[config.mk]
export PLATFORM = sky130hd
export DESIGN_NAME = ps2_rx_hist
export DESIGN_NICKNAME = d
export VERILOG_FILES = /design/src/rtl/ps2_pkg.sv /design/src/rtl/ps2_clk_filter.sv /design/src/rtl/ps2_rx_hist.sv
export SDC_FILE = /design/constraint.sdc
export NUM_CORES = 1
export LEC_CHECK = 0
export ABC_CLOCK_PERIOD_IN_PS = 1850
export BUFFER_PORTS_ARGS = -buffer_cell sky130_fd_sc_hd__buf_4
export CAP_MARGIN = 15
export CORE_ASPECT_RATIO = 0.5
export CORE_MARGIN = 1.5
export CORE_UTILIZATION = 31
export CTS_CLUSTER_SIZE = 16
export DETAILED_ROUTE_END_ITERATION = 16
export GPL_TIMING_DRIVEN = 0
export PLACE_DENSITY = 0.52
export SLEW_MARGIN = 25
export SYNTH_ARGS = -nofsm -noshare
export SYNTH_HDL_FRONTEND = slang
export SYNTH_HIERARCHICAL = 1
export SYNTH_SLANG_ARGS = --single-unit
[constraint.sdc]
create_clock -name clk -period 1.85 [get_ports clk]
set_input_delay 0.0925 -clock clk [delete_from_list [all_inputs] [get_ports clk]]
set_output_delay 0.0925 -clock clk [all_outputs]
set_load 0.005 [all_outputs]
[src/rtl/ps2_pkg.sv]
// Shared PS/2 receiver types and constants: FSM state encoding, frame geometry
// and the odd-parity helper used by the frame check.
package ps2_pkg;

  typedef enum logic [1:0] {
    IDLE,
    DATA,
    PARITY,
    STOP
  } ps2_state_e;

  localparam int PS2_DATA_BITS  = 8;
  localparam int PS2_FRAME_BITS = 11;

  // Parity bit that makes the data byte plus parity carry an odd number of ones
  function automatic logic oddParity(input logic [PS2_DATA_BITS-1:0] data);
    return ~^data;
  endfunction

endpackage

[src/rtl/ps2_clk_filter.sv]
// Two-flop synchroniser plus stability filter for the raw PS/2 clock pin.
// The filtered level only follows the pin after DEB_CYCLES consecutive differing samples.
module ps2_clk_filter #(
  parameter int DEB_CYCLES = 4
) (
  input  logic clk,
  input  logic rst_n,
  input  logic ps2clk_i,
  output logic filt_o
);

  localparam int CntW = (DEB_CYCLES > 2) ? $clog2(DEB_CYCLES) : 1;

  logic            sync1Q, sync2Q;
  logic            filtQ, filtD;
  logic [CntW-1:0] cntQ, cntD;

  // The idle PS/2 line is high, so every stage resets to 1 to avoid a false edge
  always_ff @(posedge clk or negedge rst_n) begin
    if (!rst_n) begin
      sync1Q <= 1'b1;
      sync2Q <= 1'b1;
      filtQ  <= 1'b1;
      cntQ   <= '0;
    end else begin
      sync1Q <= ps2clk_i;
      sync2Q <= sync1Q;
      filtQ  <= filtD;
      cntQ   <= cntD;
    end
  end

  always_comb begin
    filtD = filtQ;
    cntD  = '0;
    if (sync2Q != filtQ) begin
      if (cntQ == CntW'(DEB_CYCLES - 1)) begin
        filtD = sync2Q;
      end else begin
        cntD = cntQ + CntW'(1);
      end
    end
  end

  assign filt_o = filtQ;

endmodule

[src/rtl/ps2_rx_hist.sv]
// PS/2 keyboard receiver: deserialises 11-bit frames and keeps a history of accepted bytes.
// Define PS2_PARITY_CHECK_EN to reject frames whose odd parity does not match.
module ps2_rx_hist
  import ps2_pkg::*;
#(
  parameter int DEPTH          = 2,
  parameter int DEB_CYCLES     = 4,
  parameter int TIMEOUT_CYCLES = 50000
) (
  input  logic                 clk,
  input  logic                 rst_n,
  input  logic                 ps2clk,
  input  logic                 ps2data,
  output logic [8*DEPTH-1:0]   code,
  output logic [7:0]           byte_data,
  output logic                 byte_valid,
  output logic                 frame_err,
  output logic                 busy
);

  localparam int ToW         = $clog2(TIMEOUT_CYCLES + 1);
  localparam int DataLastIdx = PS2_FRAME_BITS - 4;

  logic                     filtClk;
  logic                     dSync1Q, dSync2Q;
  logic                     lastFiltQ, fallQ;
  ps2_state_e               stateQ, stateD;
  logic [2:0]               bitCntQ, bitCntD;
  logic [PS2_DATA_BITS-1:0] shiftQ, shiftD;
  logic [ToW-1:0]           toutQ, toutD;
  logic [8*DEPTH-1:0]       codeQ, codeShifted;
  logic [7:0]               byteQ;
  logic                     validQ, errQ;
  logic                     acceptD, rejectD, timeoutD, frameOk;

  ps2_clk_filter #(
    .DEB_CYCLES(DEB_CYCLES)
  ) uClkFilter (
    .clk     (clk),
    .rst_n   (rst_n),
    .ps2clk_i(ps2clk),
    .filt_o  (filtClk)
  );

  always_ff @(posedge clk or negedge rst_n) begin
    if (!rst_n) begin
      dSync1Q   <= 1'b1;
      dSync2Q   <= 1'b1;
      lastFiltQ <= 1'b1;
      fallQ     <= 1'b0;
    end else begin
      dSync1Q   <= ps2data;
      dSync2Q   <= dSync1Q;
      lastFiltQ <= filtClk;
      fallQ     <= lastFiltQ & ~filtClk;
    end
  end

  always_ff @(posedge clk or negedge rst_n) begin
    if (!rst_n) stateQ <= IDLE;
    else        stateQ <= stateD;
  end

  // A fall in the same cycle as the timeout wins, so timeoutD already excludes it
  always_comb begin
    stateD = stateQ;
    unique case (stateQ)
      IDLE:    if (fallQ && !dSync2Q) stateD = DATA;
      DATA:    if (fallQ && bitCntQ == 3'(DataLastIdx)) stateD = PARITY;
      PARITY:  if (fallQ) stateD = STOP;
      STOP:    if (fallQ) stateD = IDLE;
      default: stateD = IDLE;
    endcase
    if (timeoutD) stateD = IDLE;
  end

`ifdef PS2_PARITY_CHECK_EN
  logic parityQ;

  always_ff @(posedge clk or negedge rst_n) begin
    if (!rst_n)                         parityQ <= 1'b0;
    else if (fallQ && stateQ == PARITY) parityQ <= dSync2Q;
  end

  assign frameOk = dSync2Q && (parityQ == oddParity(shiftQ));
`else
  assign frameOk = dSync2Q;
`endif

  always_comb begin
    timeoutD = (stateQ != IDLE) && !fallQ && (toutQ == ToW'(TIMEOUT_CYCLES));
    acceptD  = 1'b0;
    rejectD  = 1'b0;
    if (stateQ == STOP && fallQ) begin
      acceptD = frameOk;
      rejectD = !frameOk;
    end
  end

  always_comb begin
    shiftD  = shiftQ;
    bitCntD = bitCntQ;
    if (stateQ == IDLE || fallQ || timeoutD) toutD = '0;
    else                                     toutD = toutQ + ToW'(1);
    if (fallQ) begin
      unique case (stateQ)
        IDLE: begin
          if (!dSync2Q) begin
            shiftD  = '0;
            bitCntD = '0;
          end
        end
        DATA: begin
          shiftD  = {dSync2Q, shiftQ[PS2_DATA_BITS-1:1]};
          bitCntD = bitCntQ + 3'd1;
        end
        default: ;
      endcase
    end
  end

  always_ff @(posedge clk or negedge rst_n) begin
    if (!rst_n) begin
      shiftQ  <= '0;
      bitCntQ <= '0;
      toutQ   <= '0;
    end else begin
      shiftQ  <= shiftD;
      bitCntQ <= bitCntD;
      toutQ   <= toutD;
    end
  end

  if (DEPTH == 1) begin : gHistOne
    assign codeShifted = shiftQ;
  end else begin : gHistMany
    assign codeShifted = {codeQ[8*DEPTH-9:0], shiftQ};
  end

  always_ff @(posedge clk or negedge rst_n) begin
    if (!rst_n) begin
      codeQ  <= '0;
      byteQ  <= '0;
      validQ <= 1'b0;
      errQ   <= 1'b0;
    end else begin
      if (acceptD) begin
        codeQ <= codeShifted;
        byteQ <= shiftQ;
      end
      validQ <= acceptD;
      errQ   <= rejectD | timeoutD;
    end
  end

  assign code       = codeQ;
  assign byte_data  = byteQ;
  assign byte_valid = validQ;
  assign frame_err  = errQ;
  assign busy       = (stateQ != IDLE);

endmodule

---- Word-level counts from Yosys, hierarchy flattened ----
Index checks and enable logic that the tools add are counted.
word-level totals
  register bits after elaboration ......... 64
  latch bits .............................. 0
  bits in writable memories ............... 0
  bits in read-only memories .............. 0
  output and inout bits ................... 27
  memories ................................ 0
cells by class
  add/subtract/negate cells ............... 3
  $mul .................................... 0
  divide/modulo/power cells ............... 0
  order comparisons ....................... 0
  equality and inequality tests ........... 12
  shift-type cells ........................ 0
  multiplexer cells ....................... 15
  bitwise gates (word level) .............. 3
  reductions and logical operators ........ 15
operators with widths
  cell                                            number
  adder 16 x 1 -> 16 bit (second input constant)  1
  == test 16 bit (second input constant)          1
  two-way mux 16 bit                              1
  case mux 8 bit (2 select lines)                 1
  two-way mux 2 bit                               7
  != test 3 bit (second input constant)           4
  two-way mux 8 bit                               1
  case mux 2 bit (4 select lines)                 1
  == test 2 bit (second input constant)           3
  case mux 3 bit (2 select lines)                 1
  logical AND 1 bit                               5
  AND reduction 4 bit                             1
  nonzero test 2 bit                              2
  adder 3 x 1 -> 3 bit (second input constant)    1
  == test 3 bit (second input constant)           1
  two-way mux 3 bit                               1
  AND reduction 3 bit                             1
  adder 2 x 1 -> 2 bit (second input constant)    1
  == test 2 x 1 -> 1 bit (second input constant)  1
  zero test 1 bit                                 2
  zero test 2 bit                                 1
  logical OR 1 bit                                2
  two-way mux 1 bit                               2
  != test 2 bit (second input constant)           1
  other kinds (5)                                 5

---- Depth between registers and ports, before layout ----
Gate-level depths: netlist (run 1).
  depth in word-level cells ............... 5
  mapped depth ............................ 7
  depth with buffers taken out ............ 6

---- Cells and area by module ----
Netlist (run 1), hierarchy kept.
by module, submodules not included
  module          instances  cells each  area an instance (um^2)  sequential area each (um^2)
  ps2_rx_hist     1          188         2297.2                   1280.0
  ps2_clk_filter  1          10          177.7                    128.9

---- Least setup slack after synthesis (run 1) ----
No wires, ideal clock.
  kind .................................... flip-flop to flip-flop
  start point ............................. register stateQ[0]
  end point ............................... register bitCntQ[1]
  setup time .............................. 0.121 ns
  arrival time ............................ 1.421 ns
  required time ........................... 1.729 ns
  slack ................................... 0.308 ns
  cell stages (with the launch flop) ...... 7
  buffers on the path ..................... 1
  path through ............................ dfrtp_1 inv_1 ha_1 a21boi_0 o21ai_0 clkbuf_1 a22o_1
between the ends
  cells in the longest elaborated chain, start to end .. 3
ends and longest elaborated chain
  item                                                                  line                source
  start: declaration                                                    ps2_rx_hist.sv:27   ps2_state_e stateQ, stateD;
  start signal: assignment                                              ps2_rx_hist.sv:61   else stateQ <= stateD;
  == test 2 x 1 -> 1 bit / zero test 2 bit (equally long branches)      ps2_rx_hist.sv:106  unique case (stateQ)
  nonzero test 2 bit (no line) / != test 2 bit (equally long branches)  --
  AND reduction 3 bit (no line)                                         --
  end signal: assignment                                                ps2_rx_hist.sv:129  bitCntQ <= bitCntD;
  end: declaration                                                      ps2_rx_hist.sv:28   logic [2:0] bitCntQ, bitCntD;
Parallel ways exist; a longest one is shown, timed or not.
A chain may end at the register's enable or synchronous reset.

---- Worst setup path in the final report (run 1) ----
  start point ............................. register stateQ[0]
  end point ............................... register codeQ[14] (netlist: code[14])
between the ends
  cells in the longest elaborated chain, start to end .. 3
ends and longest elaborated chain
  item                    line                source
  == test 2 bit           ps2_rx_hist.sv:94   if (stateQ == STOP && fallQ) begin
  logical AND 1 bit       ps2_rx_hist.sv:94
  two-way mux 1 bit       ps2_rx_hist.sv:94
  end signal: assignment  ps2_rx_hist.sv:148  codeQ <= codeShifted;
  end: declaration        ps2_rx_hist.sv:31   logic [8*DEPTH-1:0] codeQ, codeShifted;
Every way passes these cells.

==> metrics.txt, run 1 <==
clock root buffer clkbuf_16; Avg WL per Cell 12.9 µm; initial antenna violation count 0; worst vdd ir 0.490 mV; Vias/cell 4.47; metal2 WL 2000 µm; Arrival @ worst endpoint 1870 ps; die height 66.2 µm; Hold Fails Final Rpt 0; most common cell in the netlist dfrtp_1; final hold slack 355 ps; die width 129 µm; number of global-route vias before repair 1657; RSZ-0062 raised after global routing no; DR DRC count 0; DR iter-0 viols 103; first-pass GRT wire length 8020 µm; status complete, no violations; Setup WS post-layout 151 ps; Synth Area per Inst 12.5 µm²; port bufs 30; pre-CTS WS 47.4 ps; post-route core utilization 40.1%; Hold Path Class register to register; Total GRT Usage 12.5%; HPWL after DPL 3020 µm; Crit Path Max Fanout 10; CTS tree built; cell count after synthesis 198; switch share 30.0%; CTS H-tree lvls 2; initial core utilization 32.9%; Fin Setup TNS 0 ps; Setup Buffers After CTS 0; P&R area growth vs syn 21.9%; combinational power share 24.9%; post-synthesis net count 211; top_reg_cell synth dfrtp_1; Psw 1000 µW; final setup vio count 0; Core Footprint 0.00751 mm²; worst skew pair latency 290 ps; period utilization 91.8%; Tmin final 1700 ps; clock share of power 28.8%; CTS buffer count 5; clk_skew 6.80 ps; Detail Route Antenna Nets 0; Synth Warn # 6; Mapped Area 0.00247 mm²; Slew Limit Fails 0; clock transition at the registers of the reported paths 60 ps; row count 22; DR vias 1552; die area 0.00856 mm²; clk sinks 56; PwrDens 1110 mW/mm²; Crit Path Class register to register; fmax 589 MHz; P_int 2340 µW; Crit. End Element register; layout cell share with drive strength beyond 1 34.7%; Congestion Overflow GR 0; Leak Pwr 0.00145 µW; sequential share of the synthesized area 56.9%; Max Cap Viol 0; synth unique cells 36; top-area cell type share of the netlist area 50.6%; Fillers 735; Routed met1 length 2210 µm; required time of the worst setup path 2030 ps; startpoint types register; routed wire length 4460 µm; largest net degree at the start of global routing 57; n_diodes 0; synth top area cells dfrtp_1 51%, mux2_2 8.2%, dfstp_2 6.4%; Final Wtd Congestion 0.764; 1st-pass router iterations 4; post-synth top area cell dfrtp_1; multi-input combinational cell area 938 µm²; ys async rst share 100%; top post-synthesis cells by count 50 x dfrtp_1, 18 x mux2_2, 15 x nor2_1; I/O Pins 31; Worst Tran Pin Value 692 ps; met3 WL 165 µm; Worst slew margin 53.9%; top layer reached by signal wires met4; Flop pwr share 46.3%; Clock Tree Buf Depth 2; nets@finish 251; Register Area 0.00141 mm²; Post-synth EDFFs 0; register bit count reported by yosys 56
[state kept, by name, summed over array words and instances, names as in the netlist]
register,flops
code,16
toutQ,16
shiftQ,8
bitCntQ,3
stateQ,2
uClkFilter/cntQ,2
byte_valid,1
dSync1Q,1
dSync2Q,1
fallQ,1
frame_err,1
lastFiltQ,1
uClkFilter/filt_o,1
uClkFilter/sync1Q,1
uClkFilter/sync2Q,1
[what timing repair did]
item,CTS,global route
endpoints found under the setup margin,0,10
hold buffers,3,0
gates resized for setup,0,3
endpoints found under the hold margin,52,0
[area by class of cell]
class	count	area share (%)
buffer	14	3.28
clock buffer	7	4.73
clock inverter	1	0.249
inverter	8	0.995
multi-input combinational	120	31.1
sequential	56	46.7
tap	108	4.48
timing repair buffer	33	8.46
[worst paths after layout]
check / from / to / slack [ps] / cells past startpoint
worst max-delay path: stateQ[0] / code[14] / 150 / 4
worst min-delay path: uClkFilter/sync1Q / uClkFilter/sync2Q / 360 / 0
worst max register to register: stateQ[0] / code[14] / 150 / 4
worst min register to register: uClkFilter/sync1Q / uClkFilter/sync2Q / 360 / 0
max in group asynchronous: rst_n / toutQ[13] / 1010 / 2
min in group asynchronous: rst_n / toutQ[9] / 390 / 2
[cell usage in the layout (no fill, tap or decap), types with 2 or more instances in the layout]
master	count
mux2i_1	2
nor2b_1	3
nor4_1	6
inv_1	8
mux2_2	18
dlygate4sd3_1	3
nand3_2	2
nand4_1	4
xnor2_1	13
buf_2	3
nor2_1	15
nand3_1	5
nand2_1	7
nor2_2	3
dfstp_2	6
nor3_1	6
clkbuf_16	5
ha_1	9
dfrtp_1	50
and3_1	2
xor2_1	2
buf_4	39
a22o_1	10
[routing by layer]
layer  vias up  global-route usage, %
met5         -                      0
met4         0                   5.90
met3         7                   3.40
met2        25                   19.7
met1       756                   16.0
li1        764                      -
[critical path, cell delays in order, from the launching register on]
cell,delay (ps)
dfrtp_1,420
ha_1,270
nand3_2,210
buf_2,310
mux2_2,370
[power by group through the flow]
stage          Clock, µW  Sequential (µW)  Combinational [µW]
5_1_grt             1060             1570                 957
3_3_place_gp           0             1560                 809
6_report             962             1550                 832
3_5_place_dp           0             1570                 839
4_1_cts             1000             1550                 853
2_1_floorplan          0             1530                 593
[metrics by stage]
step	instance area (µm²)	std cells	power (µW)
6_report	3020	347	3340
2_1_floorplan	2470	198	2120
3_5_place_dp	2840	336	2410
5_1_grt	3020	347	3590
3_3_place_gp	2840	336	2370
4_1_cts	3020	347	3400
[cell families after synthesis]
logic type / count (synthesis) / synth area share (%)
AND/OR/NAND/NOR: 59 / 13.6
buffers and inverters: 22 / 5.16
adder cells (fa/ha/maj): 9 / 4.55
flip-flops: 56 / 56.9
XOR/XNOR: 15 / 5.31
AO/OA/AOI/OAI: 17 / 5.46
multiplexers: 20 / 9.00
Power figures use the tool's default switching activity.
==> inputs of run 2 (changes only) <==
- ABC_CLOCK_PERIOD_IN_PS: 1850 -> 1700
- clock period: 1.85 -> 1.7 ns (I/O delays scaled with it)
==> metrics.txt, run 2 (same netlist as run 1, synthesis figures left out) <==
status complete, no violations; DR iter-0 viols 98; Setup Buffers After CTS 0; worst skew pair latency 290 ps; Slew Limit Fails 0; Final Wtd Congestion 0.764; I/O Pins 31; CTS H-tree lvls 2; layout cell share with drive strength beyond 1 35.1%; pre-CTS WS -103 ps; Leak Pwr 0.00145 µW; top layer reached by signal wires met4; nets@finish 251; Crit. End Element register; routed wire length 4450 µm; required time of the worst setup path 1860 ps; final setup vio count 0; worst vdd ir 0.545 mV; CTS tree built; met3 WL 165 µm; clock root buffer clkbuf_16; Clock Tree Buf Depth 2; first-pass GRT wire length 8020 µm; Detail Route Antenna Nets 0; Congestion Overflow GR 0; PwrDens 1200 mW/mm²; Setup WS post-layout 73.7 ps; die height 66.2 µm; period utilization 95.7%; initial antenna violation count 0; Total GRT Usage 12.5%; die width 129 µm; Hold Path Class register to register; clk sinks 56; P&R area growth vs syn 22.1%; initial core utilization 32.9%; Max Cap Viol 0; clock transition at the registers of the reported paths 60 ps; largest net degree at the start of global routing 57; Crit Path Max Fanout 5; 1st-pass router iterations 4; commonest non-fill, non-tap cell in the layout dfrtp_1; die area 0.00856 mm²; metal2 WL 2000 µm; Routed met1 length 2200 µm; Core Footprint 0.00751 mm²; Final Power 3640 µW; DR DRC count 0; Worst slew margin 53.8%; startpoint types register; Worst Tran Pin Value 693 ps; row count 22; port bufs 30; Hold Fails Final Rpt 0; Avg WL per Cell 12.8 µm; Arrival @ worst endpoint 1790 ps; DR vias 1556; RSZ-0062 raised after global routing yes; number of global-route vias before repair 1654; fmax 615 MHz; Crit Path Class register to register; final hold slack 355 ps; most frequent cells in the layout 50 x dfrtp_1, 40 x buf_4, 18 x mux2_2, 15 x nor2_1, 13 x xnor2_1; HPWL after DPL 3020 µm; Tmin final 1630 ps; clk_skew 6.76 ps; Vias/cell 4.48; n_diodes 0; post-route core utilization 40.2%; CTS buffer count 5
-- run 2: cell count changes in the layout (fill, tap and decap cells not counted), sizes merged --
cell	change
buf	+1
clkbuf	-1
-- run 2: layer usage --
layer,vias up,GRT usage [%]
li1,764,-
met1,760,16.0
met2,25,19.7
met3,7,3.40
met4,0,5.90
met5,-,0
-- run 2: critical path, stage by stage (launching register included) --
cell	delay, ps
dfrtp_1	420
inv_1	90
ha_1	210
nor2_1	110
a2bb2oi_1	350
mux2i_1	240
o22ai_1	90
-- run 2: through the flow --
| stage | setup TNS, ps | cells | instance area, µm² |
|---|---|---|---|
| floorplan | 0 | 198 | 2470 |
| global placement | -483 | 336 | 2840 |
| detailed placement | -1050 | 336 | 2840 |
| CTS | 0 | 347 | 3020 |
| global route | -674 | 347 | 3020 |
| finish | 0 | 347 | 3020 |
-- run 2: area by class of cell --
cell class | instances | area [µm²]
plain buffers | 14 | 101
clock buffers | 7 | 143
clock inverters | 1 | 7.51
fillers | 733 | 4490
inverters | 8 | 30.0
multi-input cells | 120 | 941
flip-flops and latches | 56 | 1410
well taps | 108 | 135
repair buffers | 33 | 255
-- run 2: path summary, 6_finish.rpt --
check                                        from                 to  slack (ps)  cells after the start
worst max-delay path                    stateQ[0]          stateQ[0]          70                      6
worst min-delay path            uClkFilter/sync1Q  uClkFilter/sync2Q         360                      0
worst max register to register          stateQ[0]          stateQ[0]          70                      6
worst min register to register  uClkFilter/sync1Q  uClkFilter/sync2Q         360                      0
max in group asynchronous                   rst_n          toutQ[13]         860                      2
min in group asynchronous                   rst_n           toutQ[9]         380                      2
-- run 2: what timing repair did --
| action | 4_1_cts | 5_1_grt |
|---|---|---|
| endpoints found under the hold margin | 52 | 0 |
| setup endpoints to repair | 19 | 30 |
| hold buffers | 3 | 0 |
| resized for setup | 3 | 2 |
-- run 2: report_power, final --
group	internal, µW	switching, µW
clock network	588	458
registers	1530	150
logic	431	480
